<file path="src/rtl/int_ctrl.sv">
// Maskable, edge-triggered priority interrupt controller.
// Latches rising edges on the irq lines, dispatches the lowest-index enabled
// pending line while the CPU is in user mode, and holds the vector until the
// CPU enters system mode.
// Optional feature macro: INT_LOST_CNT_EN adds a saturating count of edges
// absorbed by an already-pending line (ports lost_clr / lost_cnt).
//
// state   | meaning
// --------+----------------------------------------------------------
// IDLE    | no request outstanding, waiting for an enabled pending line
// REQ     | manager_irq high, vector presented, waiting for system mode
// SERVICE | CPU in system mode handling cur_ch, waiting for user mode
module int_ctrl #(
    parameter int                N_IRQ      = 6,
    parameter int                ADDR_W     = 16,
    parameter logic [ADDR_W-1:0] VEC_BASE   = 'h10,
    parameter int                VEC_STRIDE = 4,
    parameter logic [N_IRQ-1:0]  EN_RESET   = '1
) (
    input  logic              clk,
    input  logic              rst_n,
    input  logic [N_IRQ-1:0]  irq,
    input  logic              irq_en_we,
    input  logic [N_IRQ-1:0]  irq_en_wdata,
    output logic [N_IRQ-1:0]  irq_en,
    output logic [N_IRQ-1:0]  ack,
    input  logic              priv_lv,
    output logic              manager_irq,
    output logic [ADDR_W-1:0] int_addr,
    output logic [3:0]        cur_ch
`ifdef INT_LOST_CNT_EN
    ,
    input  logic              lost_clr,
    output logic [7:0]        lost_cnt
`endif
);

    typedef enum logic [1:0] {IDLE, REQ, SERVICE} state_t;

    state_t             state_q, state_d;
    logic [N_IRQ-1:0]   irq_q;
    logic [N_IRQ-1:0]   pending;
    logic [N_IRQ-1:0]   rise;
    logic [N_IRQ-1:0]   cand;
    logic [N_IRQ-1:0]   win_oh;
    logic [N_IRQ-1:0]   cur_oh;
    logic [N_IRQ-1:0]   pend_clr;
    logic [N_IRQ-1:0]   ack_set;
    logic [3:0]         win_idx;
    logic               win_found;
    logic               take;
    logic               serve;

    // Edge detect and the set of lines eligible for dispatch.
    always_comb begin
        rise = irq & ~irq_q;
        cand = pending & irq_en;
    end

    // Lowest-index eligible line wins; scanning downward leaves the smallest index.
    always_comb begin
        win_found = 1'b0;
        win_idx   = '0;
        win_oh    = '0;
        for (int i = N_IRQ - 1; i >= 0; i--) begin
            if (cand[i]) begin
                win_found = 1'b1;
                win_idx   = 4'(i);
            end
        end
        for (int i = 0; i < N_IRQ; i++) begin
            win_oh[i] = win_found && (win_idx == 4'(i));
        end
    end

    // One-hot of the line currently in flight, avoids indexing with a 4-bit channel.
    always_comb begin
        cur_oh = '0;
        for (int i = 0; i < N_IRQ; i++) begin
            cur_oh[i] = (cur_ch == 4'(i));
        end
    end

    // FSM next-state plus the take/serve strobes that drive the datapath.
    always_comb begin
        state_d = state_q;
        take    = 1'b0;
        serve   = 1'b0;
        case (state_q)
            IDLE: begin
                if (priv_lv && win_found) begin
                    state_d = REQ;
                    take    = 1'b1;
                end
            end
            REQ: begin
                if (!priv_lv) begin
                    state_d = SERVICE;
                    serve   = 1'b1;
                end
            end
            SERVICE: begin
                if (priv_lv) state_d = IDLE;
            end
            default: state_d = IDLE;
        endcase
    end

    // The winner's pending bit is cleared before the edge capture is merged
    // back in, so an edge arriving on the taken line re-arms it.
    always_comb begin
        pend_clr = take  ? win_oh : '0;
        ack_set  = serve ? (cur_oh & ~pending) : '0;
    end

    assign manager_irq = (state_q == REQ);

    // FSM state register.
    always_ff @(posedge clk or negedge rst_n) begin
        if (!rst_n) state_q <= IDLE;
        else        state_q <= state_d;
    end

    // Edge history, pending/ack bookkeeping, enable mask and vector registers.
    always_ff @(posedge clk or negedge rst_n) begin
        if (!rst_n) begin
            irq_q    <= '0;
            pending  <= '0;
            ack      <= '1;
            irq_en   <= EN_RESET;
            int_addr <= '0;
            cur_ch   <= '0;
        end else begin
            irq_q   <= irq;
            pending <= (pending & ~pend_clr) | rise;
            ack     <= (ack | ack_set) & ~rise;
            if (irq_en_we) irq_en <= irq_en_wdata;
            if (take) begin
                cur_ch   <= win_idx;
                int_addr <= VEC_BASE + ADDR_W'(int'(win_idx) * VEC_STRIDE);
            end
        end
    end

`ifdef INT_LOST_CNT_EN
    logic [N_IRQ-1:0] lost_hits;
    logic [4:0]       lost_inc;
    logic [8:0]       lost_sum;

    // Edges landing on a line that is still pending (and not being taken this edge).
    always_comb begin
        lost_hits = rise & pending & ~pend_clr;
        lost_inc  = '0;
        for (int i = 0; i < N_IRQ; i++) begin
            lost_inc = lost_inc + 5'(lost_hits[i]);
        end
        lost_sum = 9'(lost_cnt) + 9'(lost_inc);
    end

    // Saturating lost-edge counter; clear has priority over counting.
    always_ff @(posedge clk or negedge rst_n) begin
        if (!rst_n)                  lost_cnt <= '0;
        else if (lost_clr)           lost_cnt <= '0;
        else if (lost_sum > 9'd255)  lost_cnt <= 8'hFF;
        else                         lost_cnt <= lost_sum[7:0];
    end
`endif

endmodule
</file>
<file path="config.mk">
export PLATFORM = sky130hd
export DESIGN_NAME = int_ctrl
export DESIGN_NICKNAME = d
export VERILOG_FILES = /design/src/rtl/int_ctrl.sv
export SDC_FILE = /design/constraint.sdc
export NUM_CORES = 1
export LEC_CHECK = 0
export BUFFER_PORTS_ARGS = -buffer_cell sky130_fd_sc_hd__buf_2
export CORE_ASPECT_RATIO = 1.75
export CORE_UTILIZATION = 50
export CTS_CLUSTER_DIAMETER = 30
export DETAILED_ROUTE_END_ITERATION = 8
export HOLD_SLACK_MARGIN = 0.15
export PLACE_DENSITY = 0.91
export REMOVE_ABC_BUFFERS = 1
export SYNTH_ARGS = -nofsm -noshare
export SYNTH_HDL_FRONTEND = slang
export SYNTH_SLANG_ARGS = --single-unit
</file>
<file path="constraint.sdc">
create_clock -name clk -period 2.1 [get_ports clk]
set_input_delay 0.21 -clock clk [delete_from_list [all_inputs] [get_ports clk]]
set_output_delay 0.21 -clock clk [all_outputs]
set_load 0.02 [all_outputs]
</file>
==> summary.txt, run 1 <==
Outcome
  – Run status: finished clean

Timing
  – Final count of negative-setup-slack endpoints: 0
  – Final critical path time including I/O delays and setup: 1.480 ns
  – Normalized max-slew margin: 57.27%
  – Transition time of the tightest slew-check pin: 0.6410 ns
  – Final hold vios: 0
  – Final hold slack: 0.1622 ns
  – Clock Skew: 0.005389 ns
  – Count of pins over their slew limit: 0
  – Minimum setup slack in the final design: slightly above 0.6 ns
  – RSZ-0062 raised after global routing: false
  – Maximum operating frequency: a little under 0.7 GHz
  – TNS Setup: 0 ns
  – Share of the clock period used by the worst path after layout: between 70% and 80%

Route
  – Detailed-router iteration count before antenna repair: 4
  – Sum of routed wire segments on met1: about 1100 um
  – Number of violations reported at the end of detailed-routing iteration 0: 37
  – Metal2 WL: ~1600 um
  – Via/cell ratio: 5.526
  – Topmost layer with routed signal wires: met4
  – Routed length on met3: 105 um
  – DRC Markers: 0
  – Post-route antenna net violation count: 0
  – Total detailed-routing wirelength: 2855 um
  – Wire length per cell: 14.72 um
  – Overall via count from detail_route: roughly 1,100

Clock tree
  – Clock tree from TritonCTS: done
  – H-Tree Level Count: 2
  – Latest clock arrival within the worst-skew pair: 0.28 ns
  – Reg clk slew, reported paths: 0.06 ns
  – Number of buffers inserted during clock tree synthesis: 5
  – Sink Count: 30
  – Maximum buffer depth of the clock tree: 2
  – Post CTS Setup Buffer Count: 0
  – Buffer type at the clock tree root: clkbuf_8

Synthesis
  – Seq/Total Area, Yosys: between 50% and 60%
  – Number of warning messages in the yosys log: 0
  – Distinct cells, synth: 32
  – Cell count after synthesis: approximately 120
  – Mean post-synth cell area: about 11 um^2
  – Mapped Area: between 0.001 and 0.0015 mm^2
  – Number of storage elements in the synthesis netlist: 30

Final layout
  – Area growth syn-to-layout: 22.37%
  – Leading cell types in the layout, fill and taps excluded: buf_2, dfrtp_1, conb_1
  – Count of filler cells inserted in the layout: 200
  – Area of the multi-input gates: 510.5 um^2
  – Number of antenna repair diodes: 0
  – Commonest non-fill, non-tap cell in the layout: buf_2
  – Footprint of the flip-flops and latches: about 770 um^2
  – Layout cells sized above 1: between 30% and 40%
  – Nets: 183

Worst setup path
  – Crit path largest cell delay: ~0.42 ns
  – Setup crit start kind: register
  – Buffer and inverter count on the worst path: 0
  – Crit Path Max Fanout: 6
  – Path type of the worst setup path: register to register
  – Crit path required time: 2.27 ns
  – CP top delay family: simple AND/OR/NAND/NOR gates
  – Arrival time reported for the critical path endpoint: 1.65 ns
  – Worst-path cell with the longest stage delay: dfrtp_1
  – R2r setup slk: 0.62 ns
  – Worst Setup End Kind: register
  – Cells along the critical path: nor3b_4, nand4_2, o21bai_1, a22o_1

Die
  – Number of top-level design ports: 49
  – Chip Height: 71.53 um
  – Starting utilization of the core area: between 50% and 60%
  – Site Rows: 24
  – Die area: 0.002985 mm^2
  – Core Footprint: 0.002552 mm^2
  – Die X: 41.73 um

Hold path
  – HP Class: input pin to register

Power
  – Sequential share of power: 44.1%
  – Part of the total power dissipated in combinational logic: approximately 28%
  – Leakage power summed over all cells: 0.8405 nW
  – Fraction of power spent switching nets: 34.49%
  – Pwr dens: approximately 1100 mW/mm^2
  – Internal power: 0.001225 W
  – Switching power: 0.0006449 W
  – Power share of the clock group: between 20% and 30%
  – VDD IR-drop max: 0.6662 mV

GRT
  – Via count of the first global-routing pass: between 1,000 and 1,500
  – GRT Total Usage: 21.13%
  – Wire length of the first global-routing pass: 4719 um
  – Maximum number of pins on one net before global-route repair: 31
  – Number of antenna violations at the first check in global routing: 0
  – Grt total ovfl: 0

Place
  – HPWL after detailed placement: roughly 2100 um
  – Worst setup slack after placement: 0.6485 ns
  – Global placement routability congestion: 0.8578
  – PortBufs: 35

Job
  – Number of maximum-capacitance violations: 0
per-layer routing:
layer,track usage [%],up-vias
met2,38.54,35
li1,-,489
met5,0,-
met4,12.90,0
met1,21.16,541
met3,4.534,7
power by group through the flow:
stage	clock (W)	sequential [W]	combinational, W
floorplan	0	0.000890	0.000259
global placement	0	0.000820	0.000493
global route	0.000560	0.000834	0.000562
CTS	0.000536	0.000820	0.000523
detailed placement	0	0.000830	0.000506
finish	0.000527	0.000824	0.000519
cell usage after synthesis:
cell       count  area, um^2
conb_1         1       3.750
nand4_2        1       12.51
dfstp_2       12       315.3
a32oi_1        1       8.760
nand2_1        9       33.78
a21boi_0       2       15.01
a21o_1         3       22.52
nand2b_1       2       12.51
nor4_1         1       6.260
nor4b_1        1       8.760
inv_1          7       26.28
a21oi_1        5       25.02
mux2_2         6       67.56
or2_2          1       6.260
nand3_1        1       5.000
buf_4         16       120.1
a31oi_1        3       18.77
a41oi_1        1       8.760
nor2_1         8       30.03
a22o_1         6       52.55
dfrtp_1       18       450.4
and2_1         2       12.51
nand3b_1       1       7.510
o21bai_1       1       7.510
clkbuf_1       1       3.750
o21ai_0        1       5.000
a22oi_1        2       15.01
nor2b_1        4       25.02
nor3_1         3       15.01
o31ai_2        1       12.51
o2bb2ai_1      1       8.760
nor3b_4        1       18.77
flip-flops by register name, summed over array words and instances, names as in the netlist:
register  cells
ack           6
cur_ch        2
int_addr      2
irq_en        6
irq_q         6
pending       6
state_q       2
what timing repair did:
| item | 4_1_cts | 5_1_grt |
|---|---|---|
| endpoints found under the hold margin | 26 | 0 |
| hold buffers | 7 | 0 |
| resized for setup | 0 | 0 |
| setup endpoints to repair | 0 | 0 |
stage by stage:
stage	utilization [%]	instance area, um^2	power [W]	cells
4_1_cts	66.23	1690	0.001880	194
6_report	66.23	1690	0.001870	194
3_5_place_dp	59.17	1510	0.001336	179
2_1_floorplan	-	1303	0.001150	118
5_1_grt	66.23	1690	0.001955	194
3_3_place_gp	59.17	1510	0.001313	179
kinds of logic (layout without fill, tap and decap cells):
group / Yosys count / after routing / synth area share (%)
flip-flops: 30 / 30 / 55.43
AND/OR/NAND/NOR: 35 / 35 / 14.04
AO/OA/AOI/OAI: 27 / 27 / 14.49
other: 1 / 13 / 0.2715
buffers and inverters: 24 / 57 / 10.87
multiplexers: 6 / 6 / 4.891
final cells by class:
cell class              instances  area share, %
multi-input cells              81          30.20
clock buffers                   8          6.514
flip-flops and latches         30          45.30
inverters                       7          1.554
well taps                      26          1.925
repair buffers                 42          14.51
final timing paths:
path	depth (start not counted)	startpoint	to
worst max-delay path	4	state_q[0]	pending[4]
worst min-delay path	2	priv_lv	state_q[1]
worst max register to register	4	state_q[0]	pending[4]
worst min register to register	2	irq_q[0]	ack[0]
max in group asynchronous	2	rst_n	irq_q[2]
min in group asynchronous	2	rst_n	pending[5]
No activity file was read; power rests on OpenSTA's default activity.
==> inputs of run 2 (changes only) <==
--- a/config.mk
+++ b/config.mk
@@ -5,13 +5,14 @@
 export SDC_FILE = /design/constraint.sdc
 export NUM_CORES = 1
 export LEC_CHECK = 0
+export ABC_AREA = 1
 export BUFFER_PORTS_ARGS = -buffer_cell sky130_fd_sc_hd__buf_2
 export CORE_ASPECT_RATIO = 1.75
-export CORE_UTILIZATION = 50
+export CORE_UTILIZATION = 44
 export CTS_CLUSTER_DIAMETER = 30
 export DETAILED_ROUTE_END_ITERATION = 8
 export HOLD_SLACK_MARGIN = 0.15
-export PLACE_DENSITY = 0.91
+export PLACE_DENSITY = 0.86
 export REMOVE_ABC_BUFFERS = 1
 export SYNTH_ARGS = -nofsm -noshare
 export SYNTH_HDL_FRONTEND = slang
==> constraint.sdc (replaced) <==
create_clock -name clk -period 1.3 [get_ports clk]
set_input_delay 0.13 -clock clk [delete_from_list [all_inputs] [get_ports clk]]
set_output_delay 0.13 -clock clk [all_outputs]
set_load 0.02 [all_outputs]
==> summary.txt, run 2 <==
Synthesis
  – Number of enable flip-flop cells after synthesis: 0
  – Dominant cell type by area after synthesis: dfrtp_1
  – Most repeated cell in the gate-level netlist after synthesis: nand2_1
  – Compound-gate portion of the synthesized area: just over 7%
  – Post-synth top area share: about a third
  – Distinct cells, synth: 22
  – Fraction of registers with async set/reset: 100.0%
  – Area share of and/or/nand/nor cells after synthesis: a little under a fifth
  – Xor/xnor cell area share of the yosys netlist: 0%
  – Number of warning messages in the yosys log: 0
  – Cell count after synthesis: 152
  – Primary flip-flop cell chosen by synthesis mapping: dfrtp_1
  – Most frequent cells after synthesis: nand2_1, inv_1, nor2_1
  – Mapped Area: between 0.001 and 0.0015 mm^2
  – Number of storage elements in the synthesis netlist: 30
  – Combinational family with the most area after synthesis: simple AND/OR/NAND/NOR gates
  – Adder-Cell Fraction of Synth Area: 0%
  – Biggest area contributors in the synthesized netlist: dfrtp_1, dfstp_2, buf_4
  – Seq/Total Area, Yosys: 55.38%
  – Multiplexer share of the synthesized area: ~4%
  – Mean post-synth cell area: 9.096 um^2

Worst setup path
  – Setup crit start kind: register
  – Path type of the worst setup path: register to register
  – Arrival time reported for the critical path endpoint: around 1.5 ns
  – Worst setup path start: irq_en[5]
  – Worst Setup End Kind: register
  – Crit path largest cell delay: about 0.56 ns
  – Crit Path Max Fanout: 4
  – Worst-path cell with the longest stage delay: dfstp_2
  – Critical R2R Launch: irq_en[5]
  – Most common cell on crit path: nand2_1
  – Cells along the critical path: nand2_2, inv_1, nand2_1, nand2_1, nand2_1, nand2_2, nand2_4, o21ai_2, nand2_1
  – Crit path required time: 1.47 ns

Clock tree
  – Sink Count: 30
  – Latest clock arrival within the worst-skew pair: 0.28 ns
  – Maximum buffer depth of the clock tree: 2
  – Number of buffers inserted during clock tree synthesis: 5
  – Buffer type at the clock tree root: clkbuf_8
  – Reg clk slew, reported paths: 0.06 ns
  – Clock tree from TritonCTS: done
  – H-Tree Level Count: 2

Place
  – Placed Area: 0.001569 mm^2
  – PortBufs: 35
  – Global placement routability congestion: 0.8361
  – HPWL after detailed placement: 1927 um

Power
  – Pwr dens: between 1500 and 2000 mW/mm^2
  – VDD IR-drop max: 1.105 mV
  – Leakage power summed over all cells: 0.9588 nW

Final layout
  – Count of filler cells inserted in the layout: 207
  – Area growth syn-to-layout: 38.37%
  – Nets: 228
  – Design area: 0.001913 mm^2
  – Commonest non-fill, non-tap cell in the layout: buf_2
  – Area of the multi-input gates: 533.0 um^2
  – Number of antenna repair diodes: 0
  – Layout cells sized above 1: 42.72%
  – Footprint of the flip-flops and latches: 765.7 um^2
  – Leading cell types in the layout, fill and taps excluded: buf_2, nor2_1, inv_1, dfrtp_1, nand2_1

Timing
  – Final hold vios: 0
  – Final count of negative-setup-slack endpoints: 3
  – Final critical path time including I/O delays and setup: 1.344 ns
  – Transition time of the tightest slew-check pin: 0.6373 ns
  – Minimum setup slack in the final design: -0.04356 ns
  – Normalized max-slew margin: 57.52%
  – Clock Skew: a little under 0.005 ns
  – Count of pins over their slew limit: 0
  – RSZ-0062 raised after global routing: true
  – TNS Setup: -0.09086 ns
  – Share of the clock period used by the worst path after layout: 103.4%
  – Maximum operating frequency: 0.7443 GHz

Route
  – Number of violations reported at the end of detailed-routing iteration 0: 27
  – Overall via count from detail_route: roughly 1,200
  – Detailed-router iteration count before antenna repair: 4
  – Via/cell ratio: 4.573
  – Post-route antenna net violation count: 0
  – Total detailed-routing wirelength: 3135 um
  – Wire length per cell: 12.29 um
  – DRC Markers: 0

Job
  – Number of maximum-capacitance violations: 0

Die
  – Starting utilization of the core area: between 40 and 50%
  – Number of top-level design ports: about 50
  – Site Rows: 26
  – Die X: 44.38 um
  – Chip Height: 76.16 um
  – Die area: 0.003379 mm^2
  – Core Footprint: 0.002960 mm^2

Hold path
  – Hold Path Origin: irq_en_we
  – HP Class: input pin to register

Outcome
  – Failing checks: negative setup slack
  – Run status: finished with violations

GRT
  – Wire length of the first global-routing pass: 4685 um
  – Grt total ovfl: 0
  – GRT Total Usage: a little under 20%
  – Number of antenna violations at the first check in global routing: 0
  – Maximum number of pins on one net before global-route repair: 31
  – Via count of the first global-routing pass: roughly 1,100
-- run 2: changes by cell type after synthesis, moves of 2 or more --
cell	delta
a22oi_1	-2
nor2_1	+12
a22o_1	-6
nand2_1	+20
a21boi_0	-2
and2_1	-2
inv_1	+14
a21o_1	-3
nand2b_1	-2
nor2b_1	-4
o21ai_0	+9
nor3_1	-3
-- run 2: kinds of logic after synthesis --
kind of cell	Yosys count
AND/OR/NAND/NOR	58
buffers and inverters	39
flip-flops	30
AO/OA/AOI/OAI	19
other	1
multiplexers	5
-- run 2: worst paths after layout --
check | cells past startpoint | to | slack, ns
max | 9 | pending[5] | -0.04
min | 2 | irq_en[4] | 0.20
max reg2reg | 9 | pending[5] | -0.04
min reg2reg | 1 | pending[2] | 0.47
max in group asynchronous | 2 | irq_q[2] | 0.44
min in group asynchronous | 2 | state_q[1] | 0.44
-- run 2: repair_timing --
| action | 4_1_cts | 5_1_grt |
|---|---|---|
| gates resized for setup | 2 | 28 |
| hold endpoints to repair | 38 | 0 |
| hold buffers | 15 | 0 |
| pin swaps | 0 | 12 |
| endpoints found under the setup margin | 5 | 14 |
| buffers inserted | 0 | 3 |
-- run 2: area by class of cell --
| cell class | instances | share of cell area [%] |
|---|---|---|
| repair buffers | 58 | 20.27 |
| clock buffers | 7 | 4.513 |
| multi-input cells | 95 | 27.86 |
| inverters | 22 | 4.317 |
| well taps | 42 | 2.747 |
| flip-flops and latches | 30 | 40.03 |
| clock inverters | 1 | 0.2616 |
-- run 2: power by group --
part	internal [W]	switching, W
sequential	0.00111	0.000165
combinational	0.000412	0.000682
clock	0.000426	0.000337
-- run 2: layer usage --
metal	up-vias	track usage, %	wire, um
met1	547	21.52	1193
li1	564	-	-
met2	45	30.00	1648
met4	0	12.12	133
met3	10	6.872	160
met5	-	0	0
-- run 2: metrics by stage --
step / hold WS, ns / utilization (%) / worst slack (ns) / power (W) / instances
5_1_grt: 0.2063 / 64.62 / -0.09433 / 0.003309 / 255
3_5_place_dp: 0.1913 / 53.00 / -0.06238 / 0.002144 / 229
4_1_cts: 0.1840 / 61.24 / 0.001358 / 0.002957 / 252
3_3_place_gp: 0.1793 / 53.00 / -0.04652 / 0.002123 / 229
6_report: 0.2026 / 64.62 / -0.04356 / 0.003134 / 255
2_1_floorplan: -0.1656 / - / -0.01402 / 0.001793 / 147
-- run 2: worst max-delay path: cells and delay by family, from the launching register on --
family | cells | cell delay (ns)
AND/OR/NAND/NOR | 7 | 0.49
buffers and inverters | 1 | 0.05
flip-flops | 1 | 0.56
AO/OA/AOI/OAI | 1 | 0.12
==> inputs of run 3 (changes only) <==
--- a/config.mk
+++ b/config.mk
@@ -7,12 +7,14 @@
 export LEC_CHECK = 0
 export ABC_AREA = 1
 export BUFFER_PORTS_ARGS = -buffer_cell sky130_fd_sc_hd__buf_2
+export CELL_PAD_IN_SITES_DETAIL_PLACEMENT = 2
+export CELL_PAD_IN_SITES_GLOBAL_PLACEMENT = 2
 export CORE_ASPECT_RATIO = 1.75
-export CORE_UTILIZATION = 44
+export CORE_UTILIZATION = 25
 export CTS_CLUSTER_DIAMETER = 30
 export DETAILED_ROUTE_END_ITERATION = 8
 export HOLD_SLACK_MARGIN = 0.15
-export PLACE_DENSITY = 0.86
+export PLACE_DENSITY = 0.85
 export REMOVE_ABC_BUFFERS = 1
 export SYNTH_ARGS = -nofsm -noshare
 export SYNTH_HDL_FRONTEND = slang
==> summary.txt, run 3 (synthesis gave the netlist of run 2 again) <==
Outcome
  – Run status: finished with violations
  – Failing checks: negative setup slack

Hold path
  – HP Class: input pin to register
  – Hold depth: 2
  – Hold Path Origin: irq_en_we
  – Endpoint, Worst Hold: irq_en[3]

GRT
  – Wire length of the first global-routing pass: 6906 um
  – Via count of the first global-routing pass: between 1,000 and 1,500
  – Maximum number of pins on one net before global-route repair: 31
  – Grt peak-use layer: met2
  – Met1 global-route usage: about 17%
  – Met3 track demand over resource: 3.995%
  – GRT Total Usage: 16.55%
  – Number of antenna violations at the first check in global routing: 0
  – Grt total ovfl: 0
  – Met2 usage in global routing: 29.80%

Timing
  – Count of pins over their slew limit: 0
  – Share of the clock period used by the worst path after layout: 104.1%
  – Minimum setup slack in the final design: -0.05351 ns
  – Clock Skew: 0.01095 ns
  – Maximum operating frequency: ~0.74 GHz
  – RSZ-0062 raised after global routing: true
  – Final hold vios: 0
  – TNS Setup: -0.1580 ns
  – Final count of negative-setup-slack endpoints: 5
  – Final critical path time including I/O delays and setup: 1.354 ns

Worst setup path
  – Worst Setup End Kind: register
  – Setup crit start kind: register
  – Critical R2R Launch: irq_en[5]
  – Crit path required time: between 1 and 1.5 ns
  – Cells along the critical path: nand2_2, inv_2, nand2_2, nand2_1, nand2_1, nand2_2, nand2_4, o21ai_2, nand2_1
  – Path type of the worst setup path: register to register
  – Worst reg-to-reg path cell count: 9
  – Endpoint of the worst-slack reg-to-reg timing path: pending[3]
  – Arrival time reported for the critical path endpoint: 1.54 ns
  – Crit Path Max Fanout: 4
  – Crit path largest cell delay: ~0.55 ns
  – R2r setup slk: -0.05 ns
  – Worst-path cell with the longest stage delay: dfstp_2

Die
  – Die X: 58.22 um
  – Site Rows: 35
  – Chip Height: 100.4 um
  – Die area: 0.005843 mm^2
  – Number of top-level design ports: 49
  – Core Footprint: 0.005299 mm^2
  – Starting utilization of the core area: 26.09%

Place
  – HPWL after detailed placement: 2794 um
  – PortBufs: 35
  – Global placement routability congestion: ~0.84
  – Placed Area: 0.001654 mm^2

Route
  – Via/cell ratio: between 4 and 5
  – Overall via count from detail_route: 1,241
  – Number of violations reported at the end of detailed-routing iteration 0: 27
  – Post-route antenna net violation count: 0
  – Wire length per cell: 14.73 um
  – Detailed-router iteration count before antenna repair: 3
  – Total detailed-routing wirelength: 4390 um
  – DRC Markers: 0

Power
  – Part of the total power dissipated in combinational logic: 37.1%
  – VDD IR-drop max: 0.5845 mV
  – Internal power: 0.002032 W
  – Leakage power summed over all cells: 1.014 nW
  – Pwr dens: about 1600 mW/mm^2
  – Switching power: 0.001326 W
  – Sequential share of power: roughly two fifths
  – Fraction of power spent switching nets: 39.50%
  – Power share of the clock group: ~24%
  – Power consumption: 0.003358 W

Final layout
  – Area growth syn-to-layout: 49.32%
  – Leading cell types in the layout, fill and taps excluded: buf_2, buf_4, nor2_1
  – Layout cells sized above 1: 49.11%
  – Number of antenna repair diodes: 0
  – Nets: ~240
  – Final core utilization: 38.96%
  – Count of filler cells inserted in the layout: 588
  – Design area: 0.002064 mm^2
  – Commonest non-fill, non-tap cell in the layout: buf_2

Clock tree
  – Number of buffers inserted during clock tree synthesis: 5
  – Reg clk slew, reported paths: about 0.070 ns
  – Latest clock arrival within the worst-skew pair: 0.30 ns
  – Sink Count: 30
  – Clock tree from TritonCTS: done
  – Maximum buffer depth of the clock tree: 2
  – Buffer type at the clock tree root: clkbuf_8
  – H-Tree Level Count: 2

Job
  – Number of maximum-capacitance violations: 0
-- run 3: power groups by stage --
stage | clock [W] | sequential [W] | combinational [W]
global route | 0.000875 | 0.00132 | 0.00136
floorplan | 0 | 0.00140 | 0.000398
global placement | 0 | 0.00126 | 0.000921
CTS | 0.000830 | 0.00126 | 0.00108
detailed placement | 0 | 0.00127 | 0.000947
finish | 0.000814 | 0.00130 | 0.00125
-- run 3: area by class of cell --
class / instances / area [um^2] / share of cell area [%]
Sequential cell: 30 / 767.0 / 37.15
Multi-Input combinational cell: 95 / 560.5 / 27.15
Timing Repair Buffer: 69 / 470.5 / 22.79
Tap cell: 74 / 92.59 / 4.485
Clock buffer: 7 / 86.33 / 4.182
Inverter: 22 / 82.58 / 4.000
Clock inverter: 1 / 5.005 / 0.2424
-- run 3: critical path, delay by kind of cell, from the launching register on --
kind            cells  cell delay [ns]
flops               1             0.55
simple gates        7             0.51
buf+inv             1             0.07
compound gates      1             0.12
-- run 3: how the worst max path moves through the flow --
stage / cells after the start / startpoint / to / slack, ns
final: 9 / irq_en[5] / pending[3] / -0.05
after global placement: 7 / irq_en[1] / pending[2] / -0.13
after global routing: 9 / irq_en[5] / pending[5] / -0.14
after floorplan: 7 / irq_en[0] / pending[2] / -0.01
after CTS: 9 / irq_en[5] / pending[5] / 0.002
after detailed placement: 7 / irq_en[1] / pending[2] / -0.18
-- run 3: through the flow --
stage / hold WS [ns] / setup slack, ns / std cells
6_report: 0.2038 / -0.05351 / 298
3_3_place_gp: 0.1666 / -0.1337 / 267
3_5_place_dp: 0.1746 / -0.1774 / 267
4_1_cts: 0.1904 / 0.002421 / 293
2_1_floorplan: -0.1656 / -0.01402 / 147
5_1_grt: 0.2329 / -0.1381 / 298
-- run 3: repair_timing --
item | 4_1_cts | 5_1_grt
endpoints found under the hold margin | 35 | 0
hold buffers | 15 | 0
setup buffers | 3 | 5
gates cloned | 0 | 0
endpoints found under the setup margin | 9 | 16
resized for setup | 15 | 25
pin swaps | 6 | 8
-- run 3: per-layer routing --
metal	vias up	wire length, um
met5	-	0
li1	584	-
met4	0	97
met3	6	156
met2	33	2416
met1	618	1720
